<file path="src/rtl/bin2bcd_pkg.sv">
// bin2bcd_pkg: FSM state type and active-low 7-segment constants for bin2bcd_seq.
package bin2bcd_pkg;

    typedef enum logic [1:0] {IDLE, SHIFT, DONE} state_t;

    localparam logic [6:0] SEG_BLANK = 7'h7F;

    // Bit order g..a, active low; codes 10-15 are not BCD and stay dark.
    localparam logic [6:0] SEG_TBL [16] = '{
        7'h40, 7'h79, 7'h24, 7'h30, 7'h19, 7'h12, 7'h02, 7'h78,
        7'h00, 7'h10, 7'h7F, 7'h7F, 7'h7F, 7'h7F, 7'h7F, 7'h7F
    };

endpackage

</file>
<file path="src/rtl/bcd7seg.sv">
// bcd7seg: combinational BCD digit to active-low 7-segment pattern (g..a).
module bcd7seg
    import bin2bcd_pkg::*;
(
    input  logic [3:0] i_bcd,
    output logic [6:0] o_seg
);

    assign o_seg = SEG_TBL[i_bcd];

endmodule

</file>
<file path="src/rtl/bin2bcd_seq.sv">
// bin2bcd_seq: sequential double-dabble binary to BCD with saturating overflow and 7-segment outputs.
// Define BIN2BCD_LZB_EN to blank leading zero digits on hex (digit 0 always shown).
module bin2bcd_seq
    import bin2bcd_pkg::*;
#(
    parameter int W = 8,
    parameter int D = 3
) (
    input  logic             clk,
    input  logic             rst_n,
    input  logic             start,
    input  logic [W-1:0]     bin,
    output logic             busy,
    output logic             done,
    output logic [4*D-1:0]   bcd,
    output logic             overflow,
    output logic [7*D-1:0]   hex
);

    localparam int CW = $clog2(W + 1);

`ifdef BIN2BCD_LZB_EN
    localparam logic [7*D-1:0] HEX_RST = ({D{SEG_BLANK}} << 7) | (7*D)'(SEG_TBL[0]);
`else
    localparam logic [7*D-1:0] HEX_RST = {D{SEG_TBL[0]}};
`endif

    state_t           r_state, w_state_nxt;
    logic [W-1:0]     r_sr;
    logic [4*D-1:0]   r_acc;
    logic [CW-1:0]    r_cnt;
    logic             r_ovf;
    logic [4*D-1:0]   r_bcd;
    logic             r_overflow;
    logic [7*D-1:0]   r_hex;

    logic [4*D-1:0]   w_adj, w_acc_nxt, w_bcd_nxt;
    logic             w_ovf_nxt, w_last;
    logic [7*D-1:0]   w_seg, w_hex_nxt;

    always_comb begin
        w_adj = r_acc;
        for (int k = 0; k < D; k++)
            w_adj[4*k +: 4] = (r_acc[4*k +: 4] >= 4'd5) ? r_acc[4*k +: 4] + 4'd3 : r_acc[4*k +: 4];
    end

    // The top bit of the adjusted accumulator is what falls off the last digit.
    assign w_acc_nxt = {w_adj[4*D-2:0], r_sr[W-1]};
    assign w_ovf_nxt = r_ovf | w_adj[4*D-1];
    assign w_bcd_nxt = w_ovf_nxt ? {D{4'h9}} : w_acc_nxt;
    assign w_last    = (r_state == SHIFT) && (r_cnt == CW'(1));

    for (genvar g = 0; g < D; g++) begin : g_seg
        bcd7seg u_seg (
            .i_bcd (w_bcd_nxt[4*g +: 4]),
            .o_seg (w_seg[7*g +: 7])
        );
    end

`ifdef BIN2BCD_LZB_EN
    logic w_lead;

    always_comb begin
        w_hex_nxt = w_seg;
        w_lead    = 1'b1;
        for (int k = D - 1; k > 0; k--) begin
            w_lead = w_lead & (w_bcd_nxt[4*k +: 4] == 4'd0);
            if (w_lead)
                w_hex_nxt[7*k +: 7] = SEG_BLANK;
        end
    end
`else
    assign w_hex_nxt = w_seg;
`endif

    always_comb begin
        w_state_nxt = r_state;
        unique case (r_state)
            IDLE:    w_state_nxt = start ? SHIFT : IDLE;
            SHIFT:   w_state_nxt = (r_cnt == CW'(1)) ? DONE : SHIFT;
            DONE:    w_state_nxt = IDLE;
            default: w_state_nxt = IDLE;
        endcase
    end

    always_ff @(posedge clk or negedge rst_n) begin
        if (!rst_n) begin
            r_state    <= IDLE;
            r_sr       <= '0;
            r_acc      <= '0;
            r_cnt      <= '0;
            r_ovf      <= 1'b0;
            r_bcd      <= '0;
            r_overflow <= 1'b0;
            r_hex      <= HEX_RST;
        end else begin
            r_state <= w_state_nxt;
            if (r_state == IDLE && start) begin
                r_sr  <= bin;
                r_acc <= '0;
                r_cnt <= CW'(W);
                r_ovf <= 1'b0;
            end else if (r_state == SHIFT) begin
                r_sr  <= {r_sr[W-2:0], 1'b0};
                r_acc <= w_acc_nxt;
                r_cnt <= r_cnt - 1'b1;
                r_ovf <= w_ovf_nxt;
            end
            // Results land on the edge into DONE so they are valid alongside done.
            if (w_last) begin
                r_bcd      <= w_bcd_nxt;
                r_overflow <= w_ovf_nxt;
                r_hex      <= w_hex_nxt;
            end
        end
    end

    assign busy     = (r_state != IDLE);
    assign done     = (r_state == DONE);
    assign bcd      = r_bcd;
    assign overflow = r_overflow;
    assign hex      = r_hex;

endmodule

</file>
<file path="config.mk">
export PLATFORM = sky130hd
export DESIGN_NAME = bin2bcd_seq
export DESIGN_NICKNAME = d
export VERILOG_FILES = /design/src/rtl/bin2bcd_pkg.sv /design/src/rtl/bcd7seg.sv /design/src/rtl/bin2bcd_seq.sv
export SDC_FILE = /design/constraint.sdc
export NUM_CORES = 1
export LEC_CHECK = 0
export ABC_CLOCK_PERIOD_IN_PS = 4200
export CAP_MARGIN = 20
export CORE_ASPECT_RATIO = 0.9
export CORE_MARGIN = 10
export CORE_UTILIZATION = 60
export DETAILED_ROUTE_END_ITERATION = 6
export GPL_TIMING_DRIVEN = 0
export PLACE_DENSITY = 0.86
export SLEW_MARGIN = 20
export SYNTH_ARGS = -nofsm -noshare
export SYNTH_HDL_FRONTEND = slang
export SYNTH_SLANG_ARGS = --single-unit
</file>
<file path="constraint.sdc">
create_clock -name clk -period 4.2 [get_ports clk]
set_input_delay 0.42 -clock clk [delete_from_list [all_inputs] [get_ports clk]]
set_output_delay 0.42 -clock clk [all_outputs]
set_load 0.02 [all_outputs]
</file>
==> results of run 1 <==
## routing by layer
metal / GRT usage (%) / part of all wire, % / vias to the layer above
met1: 24.1 / 43 / 1528
met3: 7.21 / 7.7 / 12
met4: 7.18 / 1.2 / 0
li1: - / - / 1500
met5: 0 / 0 / -
met2: 31.4 / 48 / 114
## synth_stat cells (2+ instances only)
library cell  count
nand2_1          63
dfrtp_1          58
nor2_1           39
o21ai_0          32
ha_1             23
nand3_1          19
inv_1            15
a21oi_1          14
nor3_1           12
buf_2            10
clkbuf_1          9
o31ai_1           9
a22oi_1           8
a211oi_1          6
o22ai_1           6
and2_1            5
nand2b_1          5
a31oi_1           4
o22a_1            4
a211oi_2          3
dfstp_2           3
nor3b_1           3
o21a_1            3
o21ai_1           3
a311oi_1          2
a31o_2            2
buf_4             2
buf_6             2
mux2_4            2
nor2b_1           2
or2_1             2
or3b_2            2
xor2_1            2
## worst max-delay path, stage by stage (launching register included)
cell and delay, ps:
dfrtp_1 460, inv_1 90, ha_1 260, and2b_4 230, nor3_1 80, nor2_1 180, buf_2 270, and2_1 320
inv_1 120, ha_1 210, nor3_1 260, a211o_1 150, a21oi_1 60
## worst min-delay path by stage
stage                                  to           startpoint  depth (start not counted)  slack (ps)
floorplan              bcd[0]$_DFFE_PN0P_                rst_n                          0         120
global placement      r_sr[3]$_DFFE_PN0P_  r_sr[3]$_DFFE_PN0P_                          2         460
detailed placement    r_sr[1]$_DFFE_PN0P_                rst_n                          1         370
CTS                 r_acc[10]$_DFFE_PN0P_                rst_n                          1           3
global route          r_sr[1]$_DFFE_PN0P_                rst_n                          1           4
finish                r_sr[1]$_DFFE_PN0P_                rst_n                          1          -3
## final cells by class
class                           count  area (µm²)  area share [%]
Buffer                             23         121            2.86
Clock buffer                       12         155            3.65
Clock inverter                      4        22.5           0.530
Inverter                           16        60.1            1.41
Multi-Input combinational cell    295        1800            42.2
Sequential cell                    61        1530            36.0
Tap cell                           70        87.6            2.06
Timing Repair Buffer               47         478            11.2
## placed cells by master, fill, tap and decap left out, types with 3 or more instances in the layout
cell type	count
a22oi_1	8
clkbuf_1	10
dfrtp_1	58
nand2b_1	5
inv_1	15
buf_2	10
a211oi_2	3
nor3_1	12
a31oi_1	4
nor2_1	39
o22a_1	4
nor3b_1	3
and2_1	5
clkinv_2	3
clkbuf_8	11
a21oi_1	14
o21ai_1	3
nand3_1	19
clkdlybuf4s50_1	45
nand2_1	63
buf_4	3
o21ai_0	32
o31ai_1	9
o21a_1	3
a211oi_1	6
ha_1	23
o22ai_1	6
dfstp_2	3
## power groups by stage
| stage | sequential (µW) | clock, µW | combinational [µW] |
|---|---|---|---|
| after floorplan | 1210 | 0 | 1530 |
| after global placement | 1030 | 0 | 2390 |
| after detailed placement | 1050 | 0 | 2470 |
| after CTS | 1040 | 481 | 2490 |
| after global routing | 1080 | 513 | 2800 |
| final | 1040 | 474 | 2510 |
## stage by stage
| stage | cell area (µm²) | power, µW |
|---|---|---|
| finish | 4250 | 4030 |
| global route | 4250 | 4390 |
| CTS | 4250 | 4010 |
| detailed placement | 4070 | 3520 |
| global placement | 4060 | 3430 |
| floorplan | 3510 | 2730 |
## flip-flops by register name (all words and copies together), names as in the netlist
register and count:
r_acc 12, bcd 12, r_sr 8, r_state 2, overflow 1, r_ovf 1, r_cnt 4, hex 21
## kinds of logic after synthesis
group	after synthesis
AND/OR/NAND/NOR	160
AO/OA/AOI/OAI	107
flip-flops	61
buffers and inverters	39
adder cells (fa/ha/maj)	23
XOR/XNOR	3
multiplexers	2
==> impl_metrics.json, run 1 <==
{
  "status": "finished with violations",
  "violations": "negative hold slack",
  "hold_path.class": "in -> async",
  "cp-startpoint": "r_acc[8]$_DFFE_PN0P_",
  "row_count": 26,
  "synth-adder-area-share_pct": 8.21,
  "timing.rr.end": "hex[19]$_DFFE_PN0P_",
  "clockPowerShare_pct": 11.8,
  "synth_top_family_by_area": "simple AND/OR/NAND/NOR gates",
  "yosysTopAreaCellShare_pct": 41.4,
  "rsz0062_at_grt": "no",
  "leakagePower_uw": 0.00186,
  "cts_resized": 0,
  "ys.flop_type": "dfrtp_1",
  "drv_slew": 0,
  "synth_edf_count": 0,
  "die_w_um": 101,
  "syn_to_final_growth_pct": 21.2,
  "post_cts_buffers": 0,
  "cts_max_path_buffers": 2,
  "crit_end": "hex[19]$_DFFE_PN0P_",
  "path_clk_slew_ps": 70,
  "synthCells": 395,
  "avgSynthCellArea_um2": 8.88,
  "h-tree-depth": 3,
  "antenna_found_initial": 0,
  "hold_viol": 2,
  "synth_xor_area_share_pct": 0.749,
  "finalSetupViolations": 0,
  "p_comb_share_pct": 62.4,
  "initial_utilization_pct": 62.0,
  "yosysSeqAreaShare_pct": 43.6,
  "final_cells": 528,
  "syn_nets": 429,
  "critPathKind": "reg -> reg",
  "vias": 3154,
  "diodes": 0,
  "synthSimpleGateAreaFrac_pct": 20.8,
  "pre_cts_ws_ps": 1460,
  "fin_crit_sh_pct": 67.6,
  "synthTopCellsByArea": "dfrtp_1 (41%), ha_1 (8.2%), nand2_1 (6.7%), o21ai_0 (4.6%), nor2_1 (4.2%)",
  "finalWorstSetupSlack_ps": 1360,
  "remaining_drc_errors": 0,
  "cts_tree": "done",
  "synth.area.mux_share_pct": 0.856,
  "max-slew-margin-rel_pct": 63.7,
  "place.gp.congestion": 0.920,
  "tns_ps": 0,
  "drtIter0Drc": 341,
  "wl_um": 8760,
  "p_sw_share_pct": 47.5,
  "post-route-util_pct": 75.1,
  "ys_types": 54,
  "die_area_um2": 9310,
  "power_density_nw_per_um2": 948,
  "layout.nets": 487,
  "cap_violations": 0,
  "port_buffers": 46,
  "yosysTopAreaCell": "dfrtp_1",
  "min_period_ps": 2840,
  "worstMarginPinSlew_ps": 544,
  "grt_pass1_wl_um": 15200,
  "clock_sinks": 61,
  "dp.cells": 512,
  "die_h_um": 92.5,
  "crit_path_end_kind": "register",
  "synth_compound_area_share_pct": 20.5,
  "overflow": 0,
  "ff2ff_path_depth": 12,
  "worstSetupStartpointType": "register",
  "async_flop_share_pct": 100,
  "grt_max_degree": 33,
  "cts_root_buf": "clkbuf_8",
  "seq_power_share_pct": 25.9,
  "fillCellCount": 401,
  "crit_arrival_ps": 3050,
  "internal_power_uw": 2110,
  "required_ps": 4410,
  "r2r_start": "r_acc[8]$_DFFE_PN0P_",
  "crit_fanout": 10,
  "rrSetupSlack_ps": 1360,
  "ys_ff_latch": 61,
  "core_area_um2": 5660,
  "finalClockSkew_ps": 4.50,
  "vdd_drop_max_uv": 578,
  "viasPerCell": 5.97,
  "clock_latency_ps": 340,
  "cts_hold_buf": 0,
  "fmaxAchievable_mhz": 352,
  "fin_hold_ws_ps": -3.46,
  "ioPinCount": 47,
  "post_drt_wl_per_cell_um": 16.6,
  "ys_warn_count": 0,
  "net-switching-power_uw": 1910,
  "numCtsBuffers": 9,
  "syn-cell-area_um2": 3510,
  "first_pass_iters": 5,
  "hpwl_um": 6400,
  "grt_pass1_vias": 3190,
  "grt_usage_pct": 19.8,
  "drive_gt1_share_pct": 11.1,
  "drtAntennaViolNets": 0
}
Power figures use the tool's default switching activity.
==> run 2, diff against run 1 <==
--- a/config.mk
+++ b/config.mk
@@ -5,14 +5,14 @@
 export SDC_FILE = /design/constraint.sdc
 export NUM_CORES = 1
 export LEC_CHECK = 0
-export ABC_CLOCK_PERIOD_IN_PS = 4200
+export ABC_CLOCK_PERIOD_IN_PS = 2400
 export CAP_MARGIN = 20
 export CORE_ASPECT_RATIO = 0.9
 export CORE_MARGIN = 10
-export CORE_UTILIZATION = 60
+export CORE_UTILIZATION = 50
 export DETAILED_ROUTE_END_ITERATION = 6
 export GPL_TIMING_DRIVEN = 0
-export PLACE_DENSITY = 0.86
+export PLACE_DENSITY = 0.77
 export SLEW_MARGIN = 20
 export SYNTH_ARGS = -nofsm -noshare
 export SYNTH_HDL_FRONTEND = slang
==> constraint.sdc (replaced) <==
create_clock -name clk -period 2.4 [get_ports clk]
set_input_delay 0.24 -clock clk [delete_from_list [all_inputs] [get_ports clk]]
set_output_delay 0.24 -clock clk [all_outputs]
set_load 0.02 [all_outputs]
==> impl_metrics.json, run 2 (synthesis gave the netlist of run 1 again) <==
{
  "r2r_start": "r_acc[8]$_DFFE_PN0P_",
  "initial_utilization_pct": 52.4,
  "row_count": 28,
  "status": "complete, no violations",
  "path_clk_slew_ps": 80,
  "drtIter0Drc": 202,
  "min_period_ps": 2360,
  "grt_usage_pct": 17.1,
  "drtAntennaViolNets": 0,
  "h-tree-depth": 3,
  "multiInputGateArea_um2": 1970,
  "hpwl_um": 6540,
  "viasPerCell": 5.69,
  "hold_path.class": "in -> async",
  "ioPinCount": 47,
  "required_ps": 2680,
  "pre_cts_ws_ps": -424,
  "crit_fanout": 6,
  "cts_root_buf": "clkbuf_8",
  "cp-startpoint": "r_acc[8]$_DFFE_PN0P_",
  "rrSetupSlack_ps": 40,
  "overflow": 0,
  "core_area_um2": 6690,
  "grt_max_degree": 41,
  "first_pass_iters": 5,
  "cts_tree": "done",
  "cp_cell_sequence": "inv_2 -> ha_4 -> and2b_4 -> nor3_4 -> nor2_4 -> buf_4 -> and2_4 -> inv_2 -> ha_2 -> nor3_2 -> a311o_1 -> a21oi_1",
  "leakagePower_uw": 0.00194,
  "die_w_um": 108,
  "cpPeakStageDelay_ps": 440,
  "timing.rr.end": "hex[20]$_DFFE_PN1P_",
  "largest_register_ff_count": 21,
  "critPathSlowestCell": "dfrtp_2",
  "port_buffers": 46,
  "syn_to_final_growth_pct": 30.5,
  "clock_latency_ps": 350,
  "post_drt_wl_per_cell_um": 16.9,
  "die_h_um": 99.5,
  "fin_area_um2": 4580,
  "dpl-instance-area_um2": 4100,
  "layout_common_cells": "nand2_1 (59), dfrtp_1 (54), clkdlybuf4s50_1 (45)",
  "max-slew-margin-rel_pct": 61.2,
  "worstSetupStartpointType": "register",
  "crit_path_end_kind": "register",
  "grt_pass1_vias": 3096,
  "crit_end": "hex[20]$_DFFE_PN1P_",
  "worstMarginPinSlew_ps": 578,
  "hold_viol": 0,
  "critPathKind": "reg -> reg",
  "rsz0062_at_grt": "yes",
  "finalSetupViolations": 0,
  "power_density_nw_per_um2": 1730,
  "vias": 3166,
  "remaining_drc_errors": 0,
  "ff2ff_path_depth": 12,
  "grt_pass1_wl_um": 15200,
  "tns_ps": 0,
  "die_area_um2": 10800,
  "finalClockSkew_ps": 11.1,
  "layout.nets": 495,
  "fin_crit_sh_pct": 98.5,
  "fin_hold_ws_ps": 321,
  "drive_gt1_share_pct": 20.6,
  "finalWorstSetupSlack_ps": 35.3,
  "place.gp.congestion": 0.838,
  "crit_arrival_ps": 2640,
  "fmaxAchievable_mhz": 423,
  "drv_slew": 0,
  "final_common_cell": "nand2_1",
  "antenna_found_initial": 0,
  "cts_max_path_buffers": 2,
  "vdd_drop_max_uv": 782,
  "cap_violations": 0,
  "diodes": 0,
  "numCtsBuffers": 9,
  "fillCellCount": 532,
  "post-route-util_pct": 68.4,
  "wl_um": 9370,
  "seqCellArea_um2": 1540,
  "crit_top_cell": "inv_2",
  "clock_sinks": 61
}
[run 2: per-stage QoR]
step	instances	total power, µW
2_1_floorplan	395	4790
3_3_place_gp	531	6030
3_5_place_dp	532	6180
4_1_cts	552	7460
5_1_grt	556	8470
6_report	556	7910
[run 2: how the worst min path moves through the flow]
stage	endpoint	slack, ps	depth (start not counted)
global route	r_sr[6]$_DFFE_PN0P_	370	2
floorplan	bcd[0]$_DFFE_PN0P_	-60	0
detailed placement	hex[0]$_DFFE_PN0P_	150	1
global placement	bcd[5]$_DFFE_PN0P_	460	2
CTS	hex[0]$_DFFE_PN0P_	320	2
finish	r_acc[0]$_DFFE_PN0P_	320	2
[run 2: final cells by class]
type,instances,area share [%]
plain buffers,23,2.84
clock buffers,11,3.09
clock inverters,5,1.83
inverters,16,1.31
multi-input cells,295,43.1
flip-flops and latches,61,33.6
well taps,90,2.46
repair buffers,55,11.8
[run 2: critical path, delay by kind of cell, from the launching register on]
| family | cells | cell delay (ps) |
|---|---|---|
| AOI/OAI and AO/OA | 2 | 490 |
| adders and majority gates | 2 | 340 |
| DFF | 1 | 440 |
| buffers and inverters | 3 | 290 |
| and+or+nand+nor | 5 | 740 |
[run 2: power breakdown]
part,internal [µW],total (µW),switching [µW]
logic,2080,5040,2950
clock network,615,1040,429
registers,1530,1830,303
[run 2: routing by layer]
metal | track usage, % | part of all wire [%] | vias to the layer above
met5 | 0 | 0 | -
met4 | 4.96 | 1.5 | 0
met3 | 4.71 | 7.6 | 14
met2 | 27.4 | 47 | 105
met1 | 22.1 | 44 | 1528
li1 | - | - | 1519
[run 2: timing repair]
action                                  in CTS  in global routing
setup buffers                                3                  4
endpoints found under the hold margin       21                  0
gates resized for setup                     24                 30
endpoints found under the setup margin      21                 17
pin swaps                                    3                 14
hold buffers                                 1                  0
cloned                                       0                  0
==> run 3, diff against run 2 <==
--- a/config.mk
+++ b/config.mk
@@ -7,7 +7,6 @@
 export LEC_CHECK = 0
 export ABC_CLOCK_PERIOD_IN_PS = 2400
 export CAP_MARGIN = 20
-export CORE_ASPECT_RATIO = 0.9
 export CORE_MARGIN = 10
 export CORE_UTILIZATION = 50
 export DETAILED_ROUTE_END_ITERATION = 6
==> impl_metrics.json, run 3 (synthesis gave the netlist of run 1 again) <==
{
  "status": "complete, no violations",
  "hold_path.class": "in -> async",
  "net-switching-power_uw": 3560,
  "fmaxAchievable_mhz": 431,
  "clock_latency_ps": 350,
  "tns_ps": 0,
  "highest_layer": "met4",
  "grt_max_degree": 35,
  "die_h_um": 104,
  "crit_path_end_kind": "register",
  "grt_pass1_wl_um": 14900,
  "multiInputGateArea_um2": 1910,
  "syn_to_final_growth_pct": 29.8,
  "cap_violations": 0,
  "vias": 3161,
  "finalClockSkew_ps": 7.50,
  "path_clk_slew_ps": 70,
  "place.gp.congestion": 0.840,
  "cpPeakStageDelay_ps": 410,
  "max-slew-margin-rel_pct": 64.6,
  "overflow": 0,
  "largest_register_ff_count": 21,
  "final_cells": 567,
  "hpwl_um": 6420,
  "fillCellCount": 543,
  "dp.cells": 538,
  "initial_utilization_pct": 51.6,
  "seq_power_share_pct": 23.5,
  "critPathKind": "reg -> reg",
  "clockPowerShare_pct": 12.5,
  "rrSetupSlack_ps": 80,
  "numCtsBuffers": 9,
  "required_ps": 2670,
  "grt_pass1_vias": 3084,
  "route.met3.wl_um": 605,
  "drive_gt1_share_pct": 19.5,
  "diodes": 0,
  "hold_viol": 0,
  "drtIter0Drc": 199,
  "dr_wl_met2_um": 4250,
  "cts_max_path_buffers": 2,
  "finalWorstSetupSlack_ps": 78.4,
  "die_w_um": 104,
  "fin_crit_sh_pct": 96.7,
  "crit_arrival_ps": 2590,
  "min_period_ps": 2320,
  "crit_fanout": 7,
  "antenna_found_initial": 0,
  "wl_um": 9020,
  "crit_family": "simple AND/OR/NAND/NOR gates",
  "wl_met1_um": 4040,
  "pre_cts_ws_ps": -361,
  "post_drt_wl_per_cell_um": 15.9,
  "row_count": 30,
  "critical_path_buf_inv_count": 2,
  "seqCellArea_um2": 1530,
  "post-route-util_pct": 67.0,
  "internal_power_uw": 4170,
  "grt_usage_pct": 16.4,
  "remaining_drc_errors": 0,
  "finalSetupViolations": 0,
  "final_common_cell": "nand2_1",
  "first_pass_iters": 4,
  "power_density_nw_per_um2": 1700,
  "worstSetupStartpointType": "register",
  "critPathSlowestCell": "dfrtp_2",
  "die_area_um2": 10800,
  "drtAntennaViolNets": 0,
  "h-tree-depth": 3,
  "p_comb_share_pct": 64.0,
  "ioPinCount": 47,
  "layout_common_cells": "nand2_1 (60), dfrtp_1 (55), clkdlybuf4s50_1 (45)",
  "port_buffers": 46,
  "worstMarginPinSlew_ps": 530,
  "drv_slew": 0,
  "vdd_drop_max_uv": 634,
  "core_area_um2": 6790,
  "cts_root_buf": "clkbuf_8",
  "viasPerCell": 5.57,
  "clock_sinks": 61,
  "cp_cell_sequence": "inv_1 -> ha_2 -> and2b_4 -> nor3_4 -> nor2_4 -> buf_6 -> and2_4 -> ha_1 -> nor3_1 -> o21ai_0 -> a21oi_1",
  "p_sw_share_pct": 46.1,
  "cts_tree": "done",
  "layout.nets": 500,
  "leakagePower_uw": 0.00196
}
==> run 3: cell types whose count changed in the layout (fill, tap and decap cells not counted), moves of 2 or more <==
cell	delta
clkbuf_8	+2
buf_4	+4
ha_4	-3
ha_1	+3
o21ai_0	-3
o21ai_1	+2
==> run 3: power by group through the flow <==
stage	combinational [µW]	sequential (µW)	clock, µW
global route	5410	1880	1030
global placement	4200	1810	0
detailed placement	4330	1830	0
floorplan	2670	2110	0
finish	4950	1820	970
CTS	4550	1820	979
==> run 3: area by class of cell <==
class                   count  area share (%)
inverters                  16            1.32
clock buffers              13            3.71
multi-input cells         295            42.1
flip-flops and latches     61            33.7
plain buffers              23            2.94
well taps                  96            2.64
clock inverters             3           0.935
repair buffers             60            12.7
==> run 3: final timing paths <==
check	start	endpoint	cells past startpoint
setup reg to reg	r_acc[8]$_DFFE_PN0P_	hex[10]$_DFFE_PN0P_	11
hold / removal	rst_n	hex[7]$_DFFE_PN0P_	2
max in group asynchronous	rst_n	hex[20]$_DFFE_PN1P_	3
setup / recovery	r_acc[8]$_DFFE_PN0P_	hex[10]$_DFFE_PN0P_	11
hold reg to reg	r_sr[6]$_DFFE_PN0P_	r_sr[6]$_DFFE_PN0P_	2
min in group clk	bin[0]	r_sr[0]$_DFFE_PN0P_	3
==> run 3: metrics by stage <==
step | area (µm²) | total power [µW] | hold slack [ps]
2_1_floorplan | 3510 | 4790 | -55.6
3_3_place_gp | 4090 | 6010 | 460
3_5_place_dp | 4110 | 6160 | 177
4_1_cts | 4410 | 7350 | 351
5_1_grt | 4550 | 8310 | 386
6_report | 4550 | 7740 | 347
==> run 3: repair_timing <==
item | in CTS | in global routing
gates cloned | 0 | 0
pin swaps | 3 | 6
hold buffers | 1 | 0
buffers inserted | 3 | 9
gates resized for setup | 18 | 27
endpoints found under the setup margin | 20 | 15
endpoints found under the hold margin | 25 | 0
==> run 3: layer usage <==
metal / up-vias / global-route usage, %
met5: - / 0
met4: 0 / 6.86
met3: 14 / 4.34
met2: 91 / 25.8
met1: 1532 / 20.8
li1: 1524 / -
